--- config.mk ---
export PLATFORM = sky130hd
export DESIGN_NAME = fetch_prefetch_unit_flat
export DESIGN_NICKNAME = d
export VERILOG_FILES = /design/src/rtl/fetch_prefetch_unit_if.sv /design/src/rtl/fetch_prefetch_unit.sv /design/src/flat_wrapper.sv
export SDC_FILE = /design/constraint.sdc
export NUM_CORES = 1
export LEC_CHECK = 0
export CORE_MARGIN = 2
export CORE_UTILIZATION = 55
export CTS_CLUSTER_DIAMETER = 60
export CTS_CLUSTER_SIZE = 25
export DETAILED_ROUTE_END_ITERATION = 6
export GPL_ROUTABILITY_DRIVEN = 0
export GPL_TIMING_DRIVEN = 0
export PLACE_DENSITY = 0.79
export SLEW_MARGIN = 20
export SYNTH_ARGS = -nofsm -noshare
export SYNTH_HDL_FRONTEND = slang
export SYNTH_SLANG_ARGS = --single-unit
--- constraint.sdc ---
create_clock -name clock -period 5.9 [get_ports clock]
set_clock_uncertainty 0.15 [all_clocks]
set_input_delay 1.18 -clock clock [delete_from_list [all_inputs] [get_ports clock]]
set_output_delay 1.18 -clock clock [all_outputs]
set_load 0.05 [all_outputs]
--- src/rtl/fetch_prefetch_unit_if.sv ---
// fetch_prefetch_unit_if: redirect, IRAM and decode-side bus of the fetch stage
interface fetch_prefetch_unit_if #(
  parameter int ADDR_W = 8,
  parameter int DATA_W = 32,
  parameter int DEPTH  = 4
);
  logic                     redirect_valid;
  logic [31:0]              redirect_pc;
  logic                     imem_en;
  logic [ADDR_W-1:0]        imem_addr;
  logic [DATA_W-1:0]        imem_rdata;
  logic                     out_valid;
  logic                     out_ready;
  logic [DATA_W-1:0]        out_instr;
  logic [31:0]              out_pc;
  logic [31:0]              out_next_pc;
  logic [$clog2(DEPTH):0]   occupancy;
  modport master (
    input  redirect_valid, redirect_pc, imem_rdata, out_ready,
    output imem_en, imem_addr, out_valid, out_instr, out_pc, out_next_pc, occupancy
  );
  modport slave (
    output redirect_valid, redirect_pc, imem_rdata, out_ready,
    input  imem_en, imem_addr, out_valid, out_instr, out_pc, out_next_pc, occupancy
  );
endinterface

--- src/rtl/fetch_prefetch_unit.sv ---
// fetch_prefetch_unit: PC owner, IRAM read issue and prefetch FIFO feeding decode
module fetch_prefetch_unit #(
  parameter int          ADDR_W   = 8,
  parameter int          DATA_W   = 32,
  parameter int          DEPTH    = 4,
  parameter logic [31:0] RESET_PC = 32'd0
) (
  input logic                    clock,
  input logic                    reset,
  fetch_prefetch_unit_if.master  bus
);
  localparam int PW = $clog2(DEPTH);
  logic [DATA_W-1:0] instr_q [DEPTH];
  logic [31:0]       pcs_q   [DEPTH];
  logic [PW:0]       wr_q, rd_q, count;
  logic [PW+1:0]     level;
  logic [31:0]       pc_q, infl_pc_q, head_pc;
  logic              infl_q, pop;
  assign count             = wr_q - rd_q;
  assign bus.out_valid     = ~reset & (count != '0);
  assign pop               = bus.out_valid & bus.out_ready;
  // level counts buffered plus in-flight words after this cycle's pop; issue only if one slot is left
  assign level             = {1'b0, count} + {{(PW+1){1'b0}}, infl_q} - {{(PW+1){1'b0}}, pop};
  assign bus.imem_en       = ~reset & ~bus.redirect_valid & (level < (PW+2)'(DEPTH));
  assign bus.imem_addr     = pc_q[ADDR_W-1:0];
  assign head_pc           = pcs_q[rd_q[PW-1:0]];
  assign bus.out_instr     = bus.out_valid ? instr_q[rd_q[PW-1:0]] : '0;
  assign bus.out_pc        = bus.out_valid ? head_pc : '0;
  assign bus.out_next_pc   = bus.out_valid ? head_pc + 32'd1 : '0;
  assign bus.occupancy     = reset ? '0 : count;
  // pc, in-flight tag and FIFO pointers; redirect flushes everything except a same-cycle pop
  always_ff @(posedge clock) begin
    if (reset) begin
      pc_q      <= RESET_PC;
      infl_q    <= 1'b0;
      infl_pc_q <= '0;
      wr_q      <= '0;
      rd_q      <= '0;
    end else if (bus.redirect_valid) begin
      pc_q   <= bus.redirect_pc;
      infl_q <= 1'b0;
      wr_q   <= '0;
      rd_q   <= '0;
    end else begin
      infl_q <= bus.imem_en;
      if (bus.imem_en) begin
        pc_q      <= pc_q + 32'd1;
        infl_pc_q <= pc_q;
      end
      if (infl_q) wr_q <= wr_q + 1'b1;
      if (pop) rd_q <= rd_q + 1'b1;
    end
  end
  // capture the IRAM word returned for last cycle's issue, tagged with its pc
  always_ff @(posedge clock) begin
    if (~reset & ~bus.redirect_valid & infl_q) begin
      instr_q[wr_q[PW-1:0]] <= bus.imem_rdata;
      pcs_q[wr_q[PW-1:0]]   <= infl_pc_q;
    end
  end
endmodule

--- src/flat_wrapper.sv ---
// flat-port wrapper written by rule: the top's interface ports become plain ports
module fetch_prefetch_unit_flat 
#(
  parameter int          ADDR_W   = 8,
  parameter int          DATA_W   = 32,
  parameter int          DEPTH    = 4,
  parameter logic [31:0] RESET_PC = 32'd0
)
  (clock, reset, bus_redirect_valid, bus_redirect_pc, bus_imem_rdata, bus_out_ready, bus_imem_en, bus_imem_addr, bus_out_valid, bus_out_instr, bus_out_pc, bus_out_next_pc, bus_occupancy);
  fetch_prefetch_unit_if #(.ADDR_W(ADDR_W), .DATA_W(DATA_W), .DEPTH(DEPTH)) bus_i ();
  input logic clock;
  input logic reset;
  input wire logic [$bits(bus_i.redirect_valid)-1:0] bus_redirect_valid;
  input wire logic [$bits(bus_i.redirect_pc)-1:0] bus_redirect_pc;
  input wire logic [$bits(bus_i.imem_rdata)-1:0] bus_imem_rdata;
  input wire logic [$bits(bus_i.out_ready)-1:0] bus_out_ready;
  output wire logic [$bits(bus_i.imem_en)-1:0] bus_imem_en;
  output wire logic [$bits(bus_i.imem_addr)-1:0] bus_imem_addr;
  output wire logic [$bits(bus_i.out_valid)-1:0] bus_out_valid;
  output wire logic [$bits(bus_i.out_instr)-1:0] bus_out_instr;
  output wire logic [$bits(bus_i.out_pc)-1:0] bus_out_pc;
  output wire logic [$bits(bus_i.out_next_pc)-1:0] bus_out_next_pc;
  output wire logic [$bits(bus_i.occupancy)-1:0] bus_occupancy;
  assign bus_i.redirect_valid = bus_redirect_valid;
  assign bus_i.redirect_pc = bus_redirect_pc;
  assign bus_i.imem_rdata = bus_imem_rdata;
  assign bus_i.out_ready = bus_out_ready;
  assign bus_imem_en = bus_i.imem_en;
  assign bus_imem_addr = bus_i.imem_addr;
  assign bus_out_valid = bus_i.out_valid;
  assign bus_out_instr = bus_i.out_instr;
  assign bus_out_pc = bus_i.out_pc;
  assign bus_out_next_pc = bus_i.out_next_pc;
  assign bus_occupancy = bus_i.occupancy;
  fetch_prefetch_unit #(.ADDR_W(ADDR_W), .DATA_W(DATA_W), .DEPTH(DEPTH), .RESET_PC(RESET_PC)) u_core (.clock(clock), .reset(reset), .bus(bus_i));
endmodule
# Yosys cells after proc, flatten, opt, wreduce, memory -nomap -nowiden
# Memories as Yosys holds them, arrays and structs flattened. A register that Yosys moved wholly into a read port is not among the register bits.
# Cells that the tools add are included.
dict set report word_totals {
  register_bits 71
  ram_bits 256
  in_bits 68
  elab_cells 38
  mem_count 2
}
dict set report classes {
  addsub 7
  n_lt_le_gt_ge 1
  n_mux 12
  bitwise 7
  reduce_logical 4
}
# name depth word_bits read_ports rd_clocked_by_memory_dff write_ports line
set mem_list {}
lappend mem_list {u_core.instr_q 4 32 1 1 1 fetch_prefetch_unit.sv:13} ;# logic [DATA_W-1:0] instr_q [DEPTH];
lappend mem_list {u_core.pcs_q 4 32 1 1 1 fetch_prefetch_unit.sv:14} ;# logic [31:0] pcs_q [DEPTH];
# op count
set ops {}
lappend ops {{two-way mux 32 bit} 5}
lappend ops {{adder 32 x 1 -> 32 bit, second input constant} 2}
lappend ops {{two-way mux 2 bit} 4}
lappend ops {{adder 3 x 1 -> 3 bit, second input constant} 2}
lappend ops {{AND 1 bit} 5}
lappend ops {{adder 3 x 1 -> 4 bit} 1}
lappend ops {{less-than comparator 4 x 3 -> 1 bit, second input constant} 1}
lappend ops {{subtractor 4 x 1 -> 4 bit} 1}
lappend ops {{two-way mux 3 bit} 1}
lappend ops {{nonzero test 3 bit} 1}
lappend ops {{subtractor 3 bit} 1}
lappend ops {{two-way mux 1 bit} 2}
lappend ops {{NOT 1 bit} 2}
lappend ops {{AND reduction 2 bit} 1}
lappend ops {{nonzero test 2 bit} 1}
lappend ops {{OR reduction 2 bit} 1}

# Longest topological paths before layout
# Gate-level depths: netlist of the first run.
dict set report depth {
  depth_word 9
  mapped_depth 21
}

# Least setup slack after synthesis of the first run
# OpenSTA, ideal clock, no wires.
dict set report synth_path {
  path_kind {register to output}
  from {reg u_core.wr_q[0]}
  to {out bus_imem_en}
  arrival_time_ps 4296
  slack_ps 274
  stages_incl_launch_ff 19
  n_path_buf 3
  path_cell_list {dfxtp_1 > inv_1 > ha_1 > fa_1 > xnor3_1 > a31o_2 > inv_1 > clkbuf_1 > nand2_1 > inv_1 > ha_1 > inv_1 > ha_1 > and3b_1 > or4b_4 > and3_4 > buf_6 > inv_2 > clkbuf_1}
}
dict set report synth_between {
  elab_chain_cells 7
  elab_cells_between_ends 8
  classes_between {add/sub (3); order compare (1); bitwise (3); reduce/logical (1)}
}
# item line
set synth_rtl {}
lappend synth_rtl {{start: declaration} fetch_prefetch_unit.sv:15} ;# logic [PW:0] wr_q, rd_q, count;
lappend synth_rtl {{start signal: assignment} fetch_prefetch_unit.sv:50} ;# if (infl_q) wr_q <= wr_q + 1'b1;
lappend synth_rtl {{subtractor 3 bit} fetch_prefetch_unit.sv:19} ;# assign count = wr_q - rd_q;
lappend synth_rtl {{nonzero test 3 bit} fetch_prefetch_unit.sv:20} ;# assign bus.out_valid = ~reset & (count != '0);
lappend synth_rtl {{AND 1 bit} fetch_prefetch_unit.sv:20}
lappend synth_rtl {{AND 1 bit} fetch_prefetch_unit.sv:21} ;# assign pop = bus.out_valid & bus.out_ready;
lappend synth_rtl {{net u_core.pop} fetch_prefetch_unit.sv:18} ;# logic infl_q, pop;
lappend synth_rtl {{subtractor 4 x 1 -> 4 bit} fetch_prefetch_unit.sv:23} ;# assign level = {1'b0, count} + {{(PW+1){1'b0}}, infl_q} - {{(PW+1){1'b0}}, pop};
lappend synth_rtl {{less-than comparator 4 x 3 -> 1 bit} fetch_prefetch_unit.sv:24} ;# assign bus.imem_en = ~reset & ~bus.redirect_valid & (level < (PW+2)'(DEPTH));
lappend synth_rtl {{AND 1 bit} fetch_prefetch_unit.sv:24}
lappend synth_rtl {{end: declaration} flat_wrapper.sv:17} ;# output wire logic [$bits(bus_i.imem_en)-1:0] bus_imem_en;
# The timed path passes the listed nets, and every way through them passes these cells.

# Worst setup path in the final report of the first run
# Ends and elaborated chain as after synthesis.

==> summary by stage, run 1 <==
Placed design
The total placed instance area is 16,450 µm². The half-perimeter wire length of the detailed placement result is 22.77 mm. The number of port buffers is 174.

Min path
The endpoint of the worst hold-timing path is u_core.infl_pc_q[31]$_SDFFE_PP0P_. The class of the tightest hold or removal check is reg2reg. The hold path depth is 2. The startpoint of the worst hold path is u_core.pc_q[31]$_SDFFE_PP0P_.

Route
The detailed-route vias per instance is 6.046. The highest metal layer with signal wires is met4. The detailed-route DRC error count is 0. The total via count in the routed design is 9,444. The residual antenna-violating net count after detailed routing is 0. The total routed wire length on the met1 layer is 13.50 mm. The average routed wire per standard cell is 21.46 µm. The detailed-router iteration count before antenna repair is 5. The length of routed met3 wiring is 2.741 mm. The initial DRC count is 976. Wires add up to 33.52 mm. Summed over all nets, wire length on met2 after detailed routing comes to 16.45 mm.

Floorplan
The vertical die dimension is 164.3 µm. The site row count is 58. The die is 164.3 µm wide. During I/O placement, the number of pins put on the boundary was 177. The die covers 26,990 µm². The core region is 25,180 µm². The initial utilization of the core area, before any placement, comes to 56.11%.

Global routing
The total track usage is 24.91%. The largest net degree at the start of global routing is 45. Summed over all layers, the global routing overflow is 0.

The initial antenna violation count is 0. The via count of the first global-routing pass is 9,355. The first global-routing pass estimated 51.66 mm of wire.

Power and ir drop
The largest vdd supply drop is 208.3 µV. The ratio of total power to cell area is 265.0 nW/µm². The cell leakage power is 5.477 nW.

Synth
By area the synthesized netlist is led by sky130_fd_sc_hd__edfxtp_1 (54%), sky130_fd_sc_hd__dfxtp_1 (10%), sky130_fd_sc_hd__mux4_2 (10%), sky130_fd_sc_hd__and2_1 (2.9%), sky130_fd_sc_hd__nand2_1 (2.8%). The share of the synthesized area in compound gates (AO/OA/AOI/OAI) is 5.286%. Of the post-synthesis cell area, the part taken by muxes is 11.39%.

Summed over its instances, the top area cell type makes up 54.41% of the synthesized netlist area. Yosys mapped the design onto 55 distinct sky130hd cell types. The synthesis-stage register bit count is 329. The total number of yosys warnings is 0. The xor/xnor cell area share of the yosys netlist is 1.275%.

The synthesized area is 14,130 µm². After technology mapping, the gate count stands at 1,008. The synthesized netlist devotes 1.116% of its cell area to adder and majority cells. For this run, asynchronously set or reset flops after synthesis account for 0%.

The number of synthesized flops with an enable pin is 256. The number of nets in the synthesized netlist is 1,088. The synthesized area divided by synthesized cell count is 14.02 µm². Among all flip-flop cells after synthesis, the most frequent one is sky130_fd_sc_hd__edfxtp_1.

Summed over all instances, the cell type with the most area after synthesis is sky130_fd_sc_hd__edfxtp_1. The largest family of logic cells by synthesized area is simple AND/OR/NAND/NOR gates. The share of synthesized cell area in and, or, nand and nor gates is 13.34%. The fraction of the yosys area taken by sequential cells is 64.75%.

Timing
After layout, the minimum clock period comes to 5.737 ns. Hold is met by 0.3546 ns. The hold violation total from the final report came to 0. The post-route fraction of the period consumed by the critical path is 97.24%. The tightest slew margin relative to the limit is 40.23%. The timing-limited maximum frequency is 174.3 MHz. The total of endpoints with negative setup slack in the final report is 0. For the pin with the worst max-slew slack, the measured transition is 0.8965 ns. The number of pins exceeding their max-slew limit in the final report is 0.

Cells and area
The repair_antennas step left the layout with diodes totalling 0. Once layout is done, the placed cells without fillers occupy 17,310 µm². Relative to the synthesized area, the layout overhead comes to 22.49%. The number of inserted filler cells in the final layout is 1,694.

In the final layout, the share of cells above drive strength 1 is 13.23%. The library cell used most frequently in the layout, excluding fill and tap cells, is sky130_fd_sc_hd__edfxtp_1. In the final design database the tool counted 1,296 nets. Leaving out fill and tap cells, the most frequent cells in the layout are sky130_fd_sc_hd__edfxtp_1 (256), sky130_fd_sc_hd__clkdlybuf4s50_1 (171), sky130_fd_sc_hd__nand2_1 (105).

Critical path
On the critical path, the stage with the largest delay is an instance of sky130_fd_sc_hd__or4b_4. The critical path is of the reg2out type. The capturing element type of the critical path is an output pin. The element type at the critical path start is a flop. The worst register-to-register path ends at u_core.infl_pc_q[1]$_SDFFE_PP0P_. The critical path arrival is 4.41 ns.

The slack of the worst reg-to-reg path is 0.78 ns. The critical path goes through inv_1, ha_1, fa_1, xnor3_2, a31o_4, clkinvlp_4, nand2_1, inv_1, ha_1, inv_1, ha_1, and3b_1, or4b_4, and3_4, buf_6, inv_6, buf_6. The largest stage delay on the critical path is 0.54 ns. The worst register-to-register path has a depth of 19.

Data on the critical path is required at its endpoint by 4.57 ns. The critical-path maximum fanout is 19. The worst register-to-register path begins at u_core.wr_q[0]$_SDFFE_PP0P_.

Clock tree
The clock passes through at most 3 buffers. After clock tree synthesis, the clock-pin slew on the worst setup and hold paths is 0.09 ns. At the later pin of the worst-skew pair, clock insertion delay measures 0.54 ns. The count of hold-fix buffers inserted at cts is 0. The count of H-tree levels built during CTS is 1. CTS saw 329 sinks. The clock tree from TritonCTS is yes. The cell at the root of the clock tree is sky130_fd_sc_hd__clkbuf_16. Buffers inserted during clock tree synthesis total 22.

Run
The number of maximum-capacitance constraint violations is 0.

Status
The flow ran to the end, and the final reports show no timing, DRC or antenna violations.
## synthesized netlist by cell type, drive strengths merged (18+ instances only)
cell type / count
inv: 18
dfxtp: 73
nand3: 26
buf: 24
nor2: 66
a311oi: 18
nor3: 19
a21oi: 39
nand2: 105
and2: 66
edfxtp: 256
clkbuf: 48
mux4: 64
## cell families (layout without fill, tap and decap cells)
group                    Yosys count  count (layout)
adder cells (fa/ha/maj)           12              12
multiplexers                      79              79
AO/OA/AOI/OAI                    112             112
AND/OR/NAND/NOR                  366             366
XOR/XNOR                          19              19
buffers and inverters             91             315
flip-flops                       329             329
## worst max-delay path: cells and delay by family, from the launching register on
| family | cells | cell delay, ns |
|---|---|---|
| buffers and inverters | 7 | 0.84 |
| adder cells (fa/ha/maj) | 4 | 0.96 |
| AND/OR/NAND/NOR | 4 | 1.13 |
| XOR/XNOR | 1 | 0.30 |
| AO/OA/AOI/OAI | 1 | 0.25 |
| flip-flops | 1 | 0.38 |
## worst max path at each step
stage                                       to  cells past startpoint  slack [ns]                         from
2_1_floorplan                      bus_imem_en                     18        0.27  u_core.wr_q[0]$_SDFFE_PP0P_
3_3_place_gp   u_core.instr_q[3][15]$_DFFE_PP_                      5       -1.71           bus_redirect_valid
3_5_place_dp                       bus_imem_en                     19       -1.22  u_core.wr_q[0]$_SDFFE_PP0P_
4_1_cts                            bus_imem_en                     17        0.07  u_core.wr_q[0]$_SDFFE_PP0P_
5_1_grt                            bus_imem_en                     17       -0.04  u_core.wr_q[0]$_SDFFE_PP0P_
6_report                           bus_imem_en                     17        0.16  u_core.wr_q[0]$_SDFFE_PP0P_
## power breakdown
group / switching [W] / leakage, nW / internal (W)
registers: 0.0000405 / 2.89 / 0.00252
logic: 0.000225 / 2.21 / 0.000145
clock network: 0.000849 / 0.382 / 0.000806
## state kept, by name, summed over array words and instances (netlist names), named ones only
register,flops
u_core.infl_pc_q,32
u_core.wr_q,3
u_core.pc_q,32
u_core.pcs_q,128
u_core.infl_q,1
u_core.instr_q,128
u_core.rd_q,3
## per-layer routing
layer	GRT usage, %	vias to the layer above
met2	42.28	478
met4	6.778	0
met3	3.460	62
met1	34.01	4632
met5	0	-
li1	-	4272
## layout make-up
class / instances / area [µm²] / share of cell area (%)
sequential: 329 / 9150 / 52.87
clock buffer: 28 / 615.6 / 3.557
tap: 330 / 412.9 / 2.386
buffer: 70 / 327.8 / 1.894
clock inverter: 12 / 175.2 / 1.012
multi-input combinational: 588 / 4611 / 26.64
inverter: 19 / 80.08 / 0.4627
timing repair buffer: 186 / 1936 / 11.18
## through the flow
step                      worst slack (ns)  std cells  power [W]   TNS, ns  utilization [%]
after floorplan                     0.2738       1008   0.002815         0                -
after global placement              -1.712       1512   0.002967   -110.34            64.67
after detailed placement            -1.219       1518   0.002975    -1.219            65.32
after CTS                          0.06728       1557   0.004602         0            68.55
after global routing              -0.03605       1562   0.004706  -0.03605            68.73
final                               0.1628       1562   0.004586         0            68.73
## timing repair
item | in CTS | in global routing
setup buffers | 1 | 5
setup endpoints to repair | 27 | 3
resized for setup | 15 | 3
pin swaps | 0 | 0
No activity file was read; power rests on OpenSTA's default activity.
==> run 2, diff against run 1 <==
--- a/config.mk
+++ b/config.mk
@@ -6,13 +6,12 @@
 export NUM_CORES = 1
 export LEC_CHECK = 0
 export CORE_MARGIN = 2
-export CORE_UTILIZATION = 55
+export CORE_UTILIZATION = 50
 export CTS_CLUSTER_DIAMETER = 60
 export CTS_CLUSTER_SIZE = 25
 export DETAILED_ROUTE_END_ITERATION = 6
-export GPL_ROUTABILITY_DRIVEN = 0
 export GPL_TIMING_DRIVEN = 0
-export PLACE_DENSITY = 0.79
+export PLACE_DENSITY = 0.76
 export SLEW_MARGIN = 20
 export SYNTH_ARGS = -nofsm -noshare
 export SYNTH_HDL_FRONTEND = slang
==> constraint.sdc (replaced) <==
create_clock -name clock -period 5 [get_ports clock]
set_clock_uncertainty 0.15 [all_clocks]
set_input_delay 1 -clock clock [delete_from_list [all_inputs] [get_ports clock]]
set_output_delay 1 -clock clock [all_outputs]
set_load 0.05 [all_outputs]
==> run 2 against run 1 <==
Combinational power rose by 21%. Critical endpoint unchanged. Critical path depth did not move. Highest routed layer is now met5. Die area grew 9.8%. Via count down 0.44%. First-iteration DRC count increased by 11%. Cell count up 3.7%.
==> summary by stage, run 2 (same netlist as run 1, synthesis figures left out) <==
Critical path
The number of cells on the critical path is 17 (unchanged). The standard cell with the maximum stage delay on the critical path is sky130_fd_sc_hd__or4b_4. The required time at the worst-slack endpoint is 3.85 ns (-0.72 ns). In this run the critical register-to-register path is launched from u_core.wr_q[0]$_SDFFE_PP0P_.

The signal on the critical path passes through inv_2, ha_4, fa_2, xnor3_2, a31o_4, inv_8, nand2_4, inv_2, ha_4, inv_2, ha_4, and3b_2, or4b_4, and3_4, buf_8, inv_8, buf_12. The critical-path maximum fanout came to 3 (-16). The origin of the worst setup path is u_core.wr_q[0]$_SDFFE_PP0P_. The largest stage delay on the critical path came to 0.53 ns (about the same).

The buffers plus inverters on the worst setup path is 7 (unchanged). The depth of the most critical reg-to-reg path came to 21 (+2). The worst register-to-register path ends at u_core.infl_pc_q[7]$_SDFFE_PP0P_. The element type at the critical path start is a flop.

The worst setup path is of the reg2out kind. The critical path arrival is 3.79 ns (-0.62 ns). On the critical path the largest part of the delay comes from simple AND/OR/NAND/NOR gates. The slack of the worst reg-to-reg path is 0.34 ns (-0.44 ns). STA classifies the critical path endpoint as an output pin.

Power and ir drop
The largest vdd supply drop was 223.8 µV (+7.5%). The internal portion of total power is 0.004058 W (+17%). The cell leakage power is 5.947 nW (+8.6%).

The relative contribution of sequential cells to total power is 55.9% (about the same). The net switching share of the total power is 24.83% (+0.52 points). The portion of total power attributed to the clock network came to 35.8% (-0.3 points). The power consumption was 0.005399 W (+18%). The net switching power of the design is 0.001340 W (+20%). The ratio of total power to cell area was 307.8 nW/µm² (+16%). The combinational group share of total power is 8.3% (+0.2 points).

Timing
The tightest slew margin relative to the limit came to 57.29% (+17 points). The shortest period the worst path allows is 4.944 ns. The slew at the pin closest to its max-slew limit is 0.6406 ns (-0.2559 ns). Setup repair after global routing could not meet its margin everywhere.

The number of pins exceeding their max-slew limit in the final report was 0 (unchanged). The total of endpoints with negative setup slack in the final report is 0 (unchanged). The final setup TNS is 0 ns (unchanged). The hold violation total from the final report is 0 (unchanged). The post-route fraction of the period consumed by the critical path is 98.87%. The worst hold slack was 0.3462 ns (-0.008384 ns). For this run, the top clock speed supported by timing is 202.3 MHz.

Route
The total via count in the routed design came to 9,402 (-0.44%). The detailed-router iteration count before antenna repair came to 5 (unchanged). The detailed-route DRC error count came to 0 (unchanged). The initial DRC count was 1,085 (+11%). The detailed-route vias per instance is 5.804 (-4.0%). The residual antenna-violating net count after detailed routing came to 0 (unchanged). The average routed wire per standard cell was 20.97 µm (-2.3%).

The total length of routed wires is 33.97 mm (+1.3%).

Clock tree
The maximum clock path buffer count is 3 (unchanged). The source-to-sink clock delay at the later pin of the worst-skew pair was 0.53 ns (about the same). The count of H-tree levels built during CTS is 1 (unchanged). The TritonCTS sink count is 329 (unchanged).

The number of clock buffers inserted by TritonCTS came to 22 (unchanged). The count of hold-fix buffers inserted at cts is 0 (unchanged). The clock tree from TritonCTS is yes. The clock transition at the registers of the reported paths is 0.09 ns (about the same). The cell sitting at the root of the clock tree is a sky130_fd_sc_hd__clkbuf_16.

Floorplan
The die area is 29,620 µm² (+9.8%). The count of boundary I/O pins is 177 (unchanged). The area of the core region is 27,780 µm² (+10%). The x dimension of the die is 172.1 µm (+4.8%).

The initial core utilization is 50.86% (-5.3 points). The vertical die dimension is 172.1 µm (+4.8%). The site row count was 61 (+5.2%).

Cells and area
The area growth from synthesis to layout is 24.13%. The number of nets in the layout came to 1,307 (+0.85%). The number of antenna cells inserted is 0 (unchanged). The number of inserted filler cells in the final layout is 2,064 (+22%). The sequential standard cell area came to 9150 µm² (unchanged).

The multi-input combinational cell area is 4690 µm² (+1.7%). The share of post-route cells with drive strength above 1 is 16.18% (+3.0 points). The core occupancy in the finished layout was 63.13% (-5.6 points). In the layout the commonest cells are sky130_fd_sc_hd__edfxtp_1 (256), sky130_fd_sc_hd__clkdlybuf4s50_1 (113), sky130_fd_sc_hd__nand2_1 (104). The library cell used most frequently in the layout, excluding fill and tap cells, is sky130_fd_sc_hd__edfxtp_1. The non-filler instance count after layout is 1,620 (+3.7%).

Placed design
The number of instances in the placed design came to 1,566 (+3.2%). The number of port buffers is 174 (unchanged). Routability-driven placement finished with a final weighted congestion of 0.8965.

The half-perimeter wire length of the detailed placement result is 23.52 mm (+3.3%).

Global routing
The met2 capacity usage during global routing was 39.10% (-3.2 points). The met3 layer usage reported by global route was 3.914% (+0.45 points). The largest net degree at the start of global routing is 47 (+4.4%).

The first-pass GRT wire length came to 52.01 mm (+0.67%). The initial antenna violation count is 1 (+1). The met1 capacity usage during global routing came to 31.02% (-3.0 points). The total track usage was 23.05% (-1.9 points). met2 is the most crowded layer.

The sum of overflow across all layers after global routing is 0 (unchanged). The via count of the first global-routing pass came to 9,225 (-1.4%).

Run
The number of maximum-capacitance constraint violations is 0 (unchanged).

Status
The flow ran to the end, and the final reports show no timing, DRC or antenna violations.

Min path
The worst hold path begins at u_core.pc_q[25]$_SDFFE_PP0P_. The hold path depth is 2 (unchanged). The tightest min-delay check is of the reg2reg type. The endpoint of the worst hold-timing path is u_core.infl_pc_q[25]$_SDFFE_PP0P_.
[run 2: tightest hold or removal path: cells and delay by family (launching register included)]
kind            cells  cell delay, ns
simple gates        1            0.07
flops               1            0.34
compound gates      1            0.06
[run 2: stage by stage]
| step | cell area [µm²] | setup WS [ns] |
|---|---|---|
| 2_1_floorplan | 14140 | -0.08637 |
| 3_3_place_gp | 16350 | -1.677 |
| 3_5_place_dp | 16530 | -1.751 |
| 4_1_cts | 17430 | -0.2167 |
| 5_1_grt | 17540 | -0.05902 |
| 6_report | 17540 | 0.05632 |
[run 2: how the worst max path moves through the flow]
stage / endpoint / slack (ns)
detailed placement: bus_imem_en / -1.75
finish: bus_imem_en / 0.06
floorplan: bus_imem_en / -0.09
CTS: bus_imem_en / -0.22
global placement: bus_imem_en / -1.68
global route: bus_imem_en / -0.06
[run 2: routing by layer]
| layer | part of all wire [%] | wire length (µm) |
|---|---|---|
| met5 | 0.038 | 13 |
| met4 | 2.5 | 841 |
| met3 | 7.2 | 2446 |
| met2 | 49 | 16500 |
| met1 | 42 | 14170 |
[run 2: cell type report]
class / instances / area share (%)
tap: 378 / 2.697
inverter: 19 / 0.4922
clock inverter: 14 / 0.9702
sequential: 329 / 52.17
clock buffer: 25 / 3.324
timing repair buffer: 199 / 11.54
buffer: 68 / 2.076
multi-input combinational: 588 / 26.74
[run 2: power by group through the flow]
stage               clock, W  sequential, W  combinational [W]
finish               0.00193        0.00302           0.000447
global route         0.00205        0.00303           0.000476
CTS                  0.00195        0.00302           0.000444
detailed placement         0        0.00308           0.000434
global placement           0        0.00308           0.000426
floorplan                  0        0.00306           0.000259
[run 2: timing repair]
action | CTS | global route
resized for setup | 103 | 31
buffers inserted | 11 | 8
endpoints found under the setup margin | 156 | 53
pin swaps | 3 | 7
